### src/rtl/disk_bridge_pkg.sv
// Shared definitions for the disk host bridge: register map, control bits,
// status bit positions, strobe-engine states and the status byte packer.
package disk_bridge_pkg;

  localparam logic [1:0] ADDR_DATA = 2'd0;
  localparam logic [1:0] ADDR_CTRL = 2'd1;
  localparam logic [1:0] ADDR_SR   = 2'd2;
  localparam logic [1:0] ADDR_CR   = 2'd3;

  localparam int CTRL_FLUSH = 0;
  localparam int CTRL_RDREQ = 1;
  localparam int CTRL_SNAP  = 2;

  localparam int ST_TX_FULL  = 7;
  localparam int ST_TX_EMPTY = 6;
  localparam int ST_RX_FULL  = 5;
  localparam int ST_RX_EMPTY = 4;
  localparam int ST_BUSY     = 3;
  localparam int ST_RD_PEND  = 0;

  typedef enum logic [1:0] {
    S_IDLE = 2'd0,
    S_WSTB = 2'd1,
    S_RSTB = 2'd2,
    S_GAP  = 2'd3
  } state_t;

  function automatic logic [7:0] status_byte(input logic tx_full, input logic tx_empty,
                                             input logic rx_full, input logic rx_empty,
                                             input logic busy, input logic rd_pend);
    logic [7:0] s;
    s = 8'h00;
    s[ST_TX_FULL]  = tx_full;
    s[ST_TX_EMPTY] = tx_empty;
    s[ST_RX_FULL]  = rx_full;
    s[ST_RX_EMPTY] = rx_empty;
    s[ST_BUSY]     = busy;
    s[ST_RD_PEND]  = rd_pend;
    return s;
  endfunction

endpackage

### src/rtl/bridge_byte_fifo.sv
// Synchronous byte FIFO with registered occupancy count; a pop frees a slot
// for a push in the same cycle, and flush empties it.
module bridge_byte_fifo #(
  parameter int AW = 4
) (
  input  logic       clk,
  input  logic       rstn,
  input  logic       flush,
  input  logic       push,
  input  logic [7:0] din,
  input  logic       pop,
  output logic [7:0] dout,
  output logic       full,
  output logic       empty
);

  localparam int DEPTH = 1 << AW;
  localparam logic [AW:0]   DEPTH_C = (AW + 1)'(DEPTH);
  localparam logic [AW:0]   CNT_ONE = (AW + 1)'(1);
  localparam logic [AW-1:0] PTR_ONE = AW'(1);

  logic [7:0]    mem [DEPTH];
  logic [AW-1:0] wptr;
  logic [AW-1:0] rptr;
  logic [AW:0]   count;
  logic          do_push;
  logic          do_pop;

  assign full  = (count == DEPTH_C);
  assign empty = (count == '0);
  assign dout  = mem[rptr];

  // Accept a push on a full FIFO only when a pop frees the slot this cycle.
  always_comb begin
    do_pop  = pop && !empty;
    do_push = push && (!full || do_pop);
  end

  // Pointer and occupancy bookkeeping.
  always_ff @(posedge clk) begin
    if (!rstn || flush) begin
      wptr  <= '0;
      rptr  <= '0;
      count <= '0;
    end else begin
      if (do_push) wptr <= wptr + PTR_ONE;
      else         wptr <= wptr;
      if (do_pop)  rptr <= rptr + PTR_ONE;
      else         rptr <= rptr;
      case ({do_push, do_pop})
        2'b10:   count <= count + CNT_ONE;
        2'b01:   count <= count - CNT_ONE;
        default: count <= count;
      endcase
    end
  end

  // Storage array.
  always_ff @(posedge clk) begin
    if (do_push) mem[wptr] <= din;
  end

endmodule

### src/rtl/disk_host_bridge.sv
// Host-side byte bridge to the diskdrives block: TX/RX byte FIFOs, strobe pacing,
// disk_cr shadow and disk_sr snapshot. Optional sr_irq with DISK_BRIDGE_SR_IRQ_EN.
module disk_host_bridge
  import disk_bridge_pkg::*;
#(
  parameter int FIFO_AW = 4,
  parameter int PULSE_W = 2,
  parameter int GAP_W   = 4
) (
  input  logic        clk24,
  input  logic        rstn,
  input  logic [1:0]  host_addr,
  input  logic        host_wr,
  input  logic        host_rd,
  input  logic [7:0]  host_din,
  output logic [7:0]  host_dout,
  output logic [7:0]  disk_data_in,
  output logic        disk_data_clkin,
  input  logic [7:0]  disk_data_out,
  output logic        disk_data_clkout,
  input  logic [31:0] disk_sr,
  output logic [31:0] disk_cr
`ifdef DISK_BRIDGE_SR_IRQ_EN
  ,
  output logic        sr_irq
`endif
);

  localparam logic [3:0] PULSE_LAST = 4'(PULSE_W - 1);
  localparam logic [3:0] GAP_LAST   = 4'(GAP_W - 1);

  logic [7:0]  tx_dout, rx_dout;
  logic        tx_full, tx_empty, rx_full, rx_empty;
  logic        tx_push, tx_pop, rx_push, rx_pop;
  logic        flush, ctl_rdreq, ctl_snap, wr_sr, rd_sr, wr_cr, rd_dec;
  state_t      state, state_next;
  logic [3:0]  cnt, cnt_next;
  logic [7:0]  rd_req;
  logic [31:0] cr_shadow, snap;
  logic [1:0]  sr_ptr;
  logic [7:0]  snap_byte, status;

  // Host register decode.
  always_comb begin
    tx_push   = host_wr && (host_addr == ADDR_DATA);
    rx_pop    = host_rd && (host_addr == ADDR_DATA) && !rx_empty;
    flush     = host_wr && (host_addr == ADDR_CTRL) && host_din[CTRL_FLUSH];
    ctl_rdreq = host_wr && (host_addr == ADDR_CTRL) && host_din[CTRL_RDREQ];
    ctl_snap  = host_wr && (host_addr == ADDR_CTRL) && host_din[CTRL_SNAP];
    wr_sr     = host_wr && (host_addr == ADDR_SR);
    rd_sr     = host_rd && (host_addr == ADDR_SR);
    wr_cr     = host_wr && (host_addr == ADDR_CR);
    status    = status_byte(tx_full, tx_empty, rx_full, rx_empty,
                            state != S_IDLE, rd_req != 8'd0);
    case (sr_ptr)
      2'd0:    snap_byte = snap[7:0];
      2'd1:    snap_byte = snap[15:8];
      2'd2:    snap_byte = snap[23:16];
      2'd3:    snap_byte = snap[31:24];
      default: snap_byte = 8'h00;
    endcase
  end

  bridge_byte_fifo #(.AW(FIFO_AW)) u_tx_fifo (
    .clk(clk24), .rstn(rstn), .flush(flush),
    .push(tx_push), .din(host_din), .pop(tx_pop),
    .dout(tx_dout), .full(tx_full), .empty(tx_empty)
  );

  bridge_byte_fifo #(.AW(FIFO_AW)) u_rx_fifo (
    .clk(clk24), .rstn(rstn), .flush(flush),
    .push(rx_push), .din(disk_data_out), .pop(rx_pop),
    .dout(rx_dout), .full(rx_full), .empty(rx_empty)
  );

  // Strobe engine state and phase counter.
  always_ff @(posedge clk24) begin
    if (!rstn) begin
      state <= S_IDLE;
      cnt   <= 4'd0;
    end else begin
      state <= state_next;
      cnt   <= cnt_next;
    end
  end

  // Strobe engine: TX drains before any pending read; reads stall while RX is full.
  always_comb begin
    state_next = state;
    cnt_next   = cnt;
    tx_pop     = 1'b0;
    rx_push    = 1'b0;
    rd_dec     = 1'b0;
    case (state)
      S_IDLE: begin
        cnt_next = 4'd0;
        if (!tx_empty) begin
          tx_pop     = 1'b1;
          state_next = S_WSTB;
        end else if ((rd_req != 8'd0) && !rx_full) begin
          rx_push    = 1'b1;
          rd_dec     = 1'b1;
          state_next = S_RSTB;
        end else begin
          state_next = S_IDLE;
        end
      end
      S_WSTB, S_RSTB: begin
        if (cnt == PULSE_LAST) begin
          state_next = S_GAP;
          cnt_next   = 4'd0;
        end else begin
          cnt_next = cnt + 4'd1;
        end
      end
      S_GAP: begin
        if (cnt == GAP_LAST) begin
          state_next = S_IDLE;
          cnt_next   = 4'd0;
        end else begin
          cnt_next = cnt + 4'd1;
        end
      end
      default: begin
        state_next = S_IDLE;
        cnt_next   = 4'd0;
      end
    endcase
  end

  // Strobes track the next state so they rise on the same edge the engine leaves IDLE.
  always_ff @(posedge clk24) begin
    if (!rstn) begin
      disk_data_in     <= 8'h00;
      disk_data_clkin  <= 1'b0;
      disk_data_clkout <= 1'b0;
    end else begin
      disk_data_in     <= tx_pop ? tx_dout : disk_data_in;
      disk_data_clkin  <= (state_next == S_WSTB);
      disk_data_clkout <= (state_next == S_RSTB);
    end
  end

  // Pending read-request counter; flush clears it before a same-write increment.
  always_ff @(posedge clk24) begin
    if (!rstn) begin
      rd_req <= 8'd0;
    end else if (flush) begin
      rd_req <= ctl_rdreq ? 8'd1 : 8'd0;
    end else begin
      case ({ctl_rdreq, rd_dec})
        2'b10:   rd_req <= (rd_req == 8'hFF) ? rd_req : rd_req + 8'd1;
        2'b01:   rd_req <= rd_req - 8'd1;
        default: rd_req <= rd_req;
      endcase
    end
  end

  // Host-visible registers and read data.
  always_ff @(posedge clk24) begin
    if (!rstn) begin
      host_dout <= 8'h00;
      cr_shadow <= 32'h0;
      disk_cr   <= 32'h0;
      snap      <= 32'h0;
      sr_ptr    <= 2'd0;
    end else begin
      cr_shadow <= wr_sr ? {cr_shadow[23:0], host_din} : cr_shadow;
      disk_cr   <= wr_cr ? cr_shadow : disk_cr;
      snap      <= ctl_snap ? disk_sr : snap;
      if (ctl_snap)   sr_ptr <= 2'd0;
      else if (rd_sr) sr_ptr <= sr_ptr + 2'd1;
      else            sr_ptr <= sr_ptr;
      if (host_rd) begin
        case (host_addr)
          ADDR_DATA: host_dout <= rx_empty ? 8'h00 : rx_dout;
          ADDR_CTRL: host_dout <= status;
          ADDR_SR:   host_dout <= snap_byte;
          ADDR_CR:   host_dout <= rd_req;
          default:   host_dout <= 8'h00;
        endcase
      end else begin
        host_dout <= host_dout;
      end
    end
  end

`ifdef DISK_BRIDGE_SR_IRQ_EN
  logic [31:0] sr_prev;

  // Status-change interrupt; a change in the same cycle as the clear wins.
  always_ff @(posedge clk24) begin
    sr_prev <= disk_sr;
    if (!rstn)                   sr_irq <= 1'b0;
    else if (disk_sr != sr_prev) sr_irq <= 1'b1;
    else if (ctl_snap)           sr_irq <= 1'b0;
    else                         sr_irq <= sr_irq;
  end
`endif

endmodule

### config.mk
export PLATFORM = sky130hd
export DESIGN_NAME = disk_host_bridge
export DESIGN_NICKNAME = d
export VERILOG_FILES = /design/src/rtl/disk_bridge_pkg.sv /design/src/rtl/bridge_byte_fifo.sv /design/src/rtl/disk_host_bridge.sv
export SDC_FILE = /design/constraint.sdc
export NUM_CORES = 1
export LEC_CHECK = 0
export BUFFER_PORTS_ARGS = -buffer_cell sky130_fd_sc_hd__clkbuf_2
export CAP_MARGIN = 20
export CORE_MARGIN = 5
export CORE_UTILIZATION = 48
export CTS_CLUSTER_SIZE = 25
export DETAILED_ROUTE_END_ITERATION = 8
export GPL_TIMING_DRIVEN = 0
export HOLD_SLACK_MARGIN = 0.08
export PLACE_DENSITY_LB_ADDON = 0.12
export SYNTH_ARGS = -nofsm -noshare
export SYNTH_HDL_FRONTEND = slang
export SYNTH_SLANG_ARGS = --single-unit
### constraint.sdc
create_clock -name clk24 -period 3.2 [get_ports clk24]
set_input_delay 0 -clock clk24 [delete_from_list [all_inputs] [get_ports clk24]]
set_output_delay 0 -clock clk24 [all_outputs]
set_load 0.05 [all_outputs]
==> flow_summary.ini <==
[status]
status = finished with violations
violations = negative setup slack

[detailed_routing]
drc = 0
drtIter0Drc = 617
viasPerCell = 5.36
dr_total_vias = 10500
antenna_left = 0
wire_per_inst_um = 19.6
routed_wl_um = 38500
first_pass_iters = 5

[logic_synthesis]
ys_ff_latch = 416
yosysMostFrequentCell = edfxtp_1
synth.net_count = 1346
synth_area_per_cell_um2 = 13.5
synth_edf_count = 256
netlist_area_um2 = 16900
synth_cells = 1257
synth.distinct_cells = 54
synth-seq-area-share_pct = 64.4
ys_top_cells_by_count = 256 x edfxtp_1, 244 x nand2_1, 160 x dfxtp_1, 97 x a21boi_0, 80 x mux4_2
synth_area_leader_cell = edfxtp_1
synthDominantCellAreaShare_pct = 45.5
synthTopCellsByArea = edfxtp_1 45%, dfxtp_1 19%, mux4_2 11%
synth_flop_cell = edfxtp_1
yosys_warnings = 0
ys_async_sr_fraction_pct = 0

[sta]
hold_viol = 0
min_period_over_period_pct = 100
setup_ws_ns = -0.00257
tightest_slew_ns = 1.00
period_needed_ns = 3.20
timing.hold.ws_ns = 0.116
fmax_mhz = 312
relSlewSlack_pct = 32.8
final-setup-viol-count = 1
maxSlewViolCount = 0
finalClockSkew_ns = 0.0161
rsz0062_at_grt = true

[floorplanning]
dieWidth_um = 198
die_y_um = 198
die-area_um2 = 39100
core_area_um2 = 34600
std_cell_rows = 68
io_pins = 104
initial_core_util_pct = 48.8

[clock_network]
cts_buffers = 44
cts_tree = yes
cts_max_path_buffers = 3
htree_levels = 2
cts_root_buf = clkbuf_16
clk_latency_ns = 0.56
clock_sinks = 416
clk_pin_slew_worst_paths_ns = 0.06

[grt]
grt_max_degree = 23
grt.total_usage_pct = 19.8
overflow = 0
first_global_vias = 10600
antenna_found_initial = 0
grt_pass1_wl_um = 59900

[power_and_ir_drop]
ir_drop_mv = 0.478
finalPower_mw = 14.8
leakage_nw = 6.86
powerDensity_nw_per_um2 = 733

[hold_path]
hp-class = in -> reg
min_path_cells = 5

[critical_path]
crit_path_start_kind = register
crit_arrival_ns = 3.69
crit_path_max_fanout = 6
r2r_cells = 13
cp.required_ns = 3.69
end_kind = register
worstSetupPathType = reg -> reg

[placement]
place.detailed.hpwl_um = 26000
portBuffers = 101
place_inst = 1819
gp_congestion = 0.805
dpl_cell_area_um2 = 18000

[layout]
final_util_pct = 58.2
antennaDiodeCount = 0
final_area_um2 = 20100
area_growth_pct = 19.1
drive_gt1_share_pct = 20.2
final_nets = 1559
stdcell_count = 1961

[job]
max_cap_violations = 0
-- registers in the layout, indices dropped and copies added (netlist names), 5 cells and up, named ones only --
name             count
u_rx_fifo.mem      128
cr_shadow           32
snap                32
rd_req               8
disk_cr             32
u_tx_fifo.mem      128
u_tx_fifo.count      5
u_rx_fifo.count      5
disk_data_in         8
host_dout            8
-- repair_timing --
action,CTS,global route
gates resized for setup,1,15
endpoints found under the setup margin,3,5
hold endpoints to repair,312,0
setup buffers,4,6
hold buffers,52,0
gates cloned,0,0
pin swaps,4,7
-- power by group --
group,total (mW),switching (mW),internal (mW)
clock network,5.01,2.06,2.95
logic,3.58,2.00,1.59
registers,6.18,0.203,5.97
-- worst max-delay path: stages, from the launching register on --
cell	delay, ns
dfxtp_2	0.33
or4_4	0.57
nor2_4	0.12
and4_1	0.21
buf_6	0.13
inv_8	0.04
nor2_4	0.22
ha_4	0.27
a21oi_1	0.14
nor2b_1	0.06
a311o_1	0.34
o31a_1	0.33
mux2i_1	0.18
mux2i_1	0.19
-- final cells by class --
| cell class | instances | area [um^2] |
|---|---|---|
| flip-flops and latches | 416 | 10900 |
| plain buffers | 77 | 329 |
| well taps | 455 | 569 |
| clock buffers | 58 | 1220 |
| fillers | 2755 | 14500 |
| inverters | 29 | 116 |
| repair buffers | 169 | 1150 |
| multi-input cells | 733 | 5650 |
| clock inverters | 24 | 209 |
-- placed cells by master (no fill, tap or decap), types with 4 or more instances in the layout --
cell / n
a21boi_0: 97
a21oi_1: 27
a221oi_1: 5
a222oi_1: 6
a31oi_1: 4
buf_1: 7
buf_2: 7
buf_4: 18
clkbuf_1: 65
clkbuf_16: 45
clkbuf_2: 102
clkbuf_8: 5
clkinv_2: 14
dfxtp_1: 158
dlygate4sd3_1: 52
edfxtp_1: 256
ha_1: 28
inv_1: 27
mux2i_1: 12
mux4_2: 80
nand2_1: 244
nand2b_1: 7
nand3_1: 15
nand4_1: 6
nor2_1: 71
nor2b_1: 5
nor3_1: 13
o21ai_0: 29
o22ai_1: 6
xnor2_1: 10
xor2_1: 16
-- stage by stage --
| step | worst slack [ns] | setup TNS, ns |
|---|---|---|
| 2_1_floorplan | 0.174 | 0 |
| 3_3_place_gp | -0.176 | -0.240 |
| 3_5_place_dp | -0.191 | -0.342 |
| 4_1_cts | 0.00371 | 0 |
| 5_1_grt | -0.187 | -0.270 |
| 6_report | -0.00257 | -0.00257 |
-- layer usage --
| layer | share of wire (%) | wire (um) | vias to the layer above | track usage, % |
|---|---|---|---|---|
| met5 | 0 | 0 | - | 0 |
| met4 | 2.4 | 922 | 0 | 5.41 |
| li1 | - | - | 5020 | - |
| met2 | 47 | 18100 | 258 | 32.1 |
| met1 | 46 | 17700 | 5167 | 27.9 |
| met3 | 4.6 | 1770 | 58 | 3.39 |
-- cell families (layout without fill, tap and decap cells) --
family                     after synthesis  count (layout)  synth area share (%)
AOI/OAI and AO/OA                      198             198                  8.12
xor gates and xnor gates                26              26                  1.35
adders and majority gates               35              35                  2.72
buffers and inverters                  108             357                  2.63
DFF                                    416             416                  64.4
muxes                                   92              92                  11.4
and+or+nand+nor                        382             382                  9.41
-- path summary, 6_finish.rpt --
| path | start | end | slack, ns |
|---|---|---|---|
| setup / recovery | u_tx_fifo.count[2] | rd_req[7] | -0.003 |
| hold / removal | host_wr | u_tx_fifo.wptr[0] | 0.12 |
| setup reg to reg | u_tx_fifo.count[2] | rd_req[7] | -0.003 |
| hold reg to reg | disk_data_in[5] | disk_data_in[5] | 0.46 |
(Power assumes the default switching activity.)
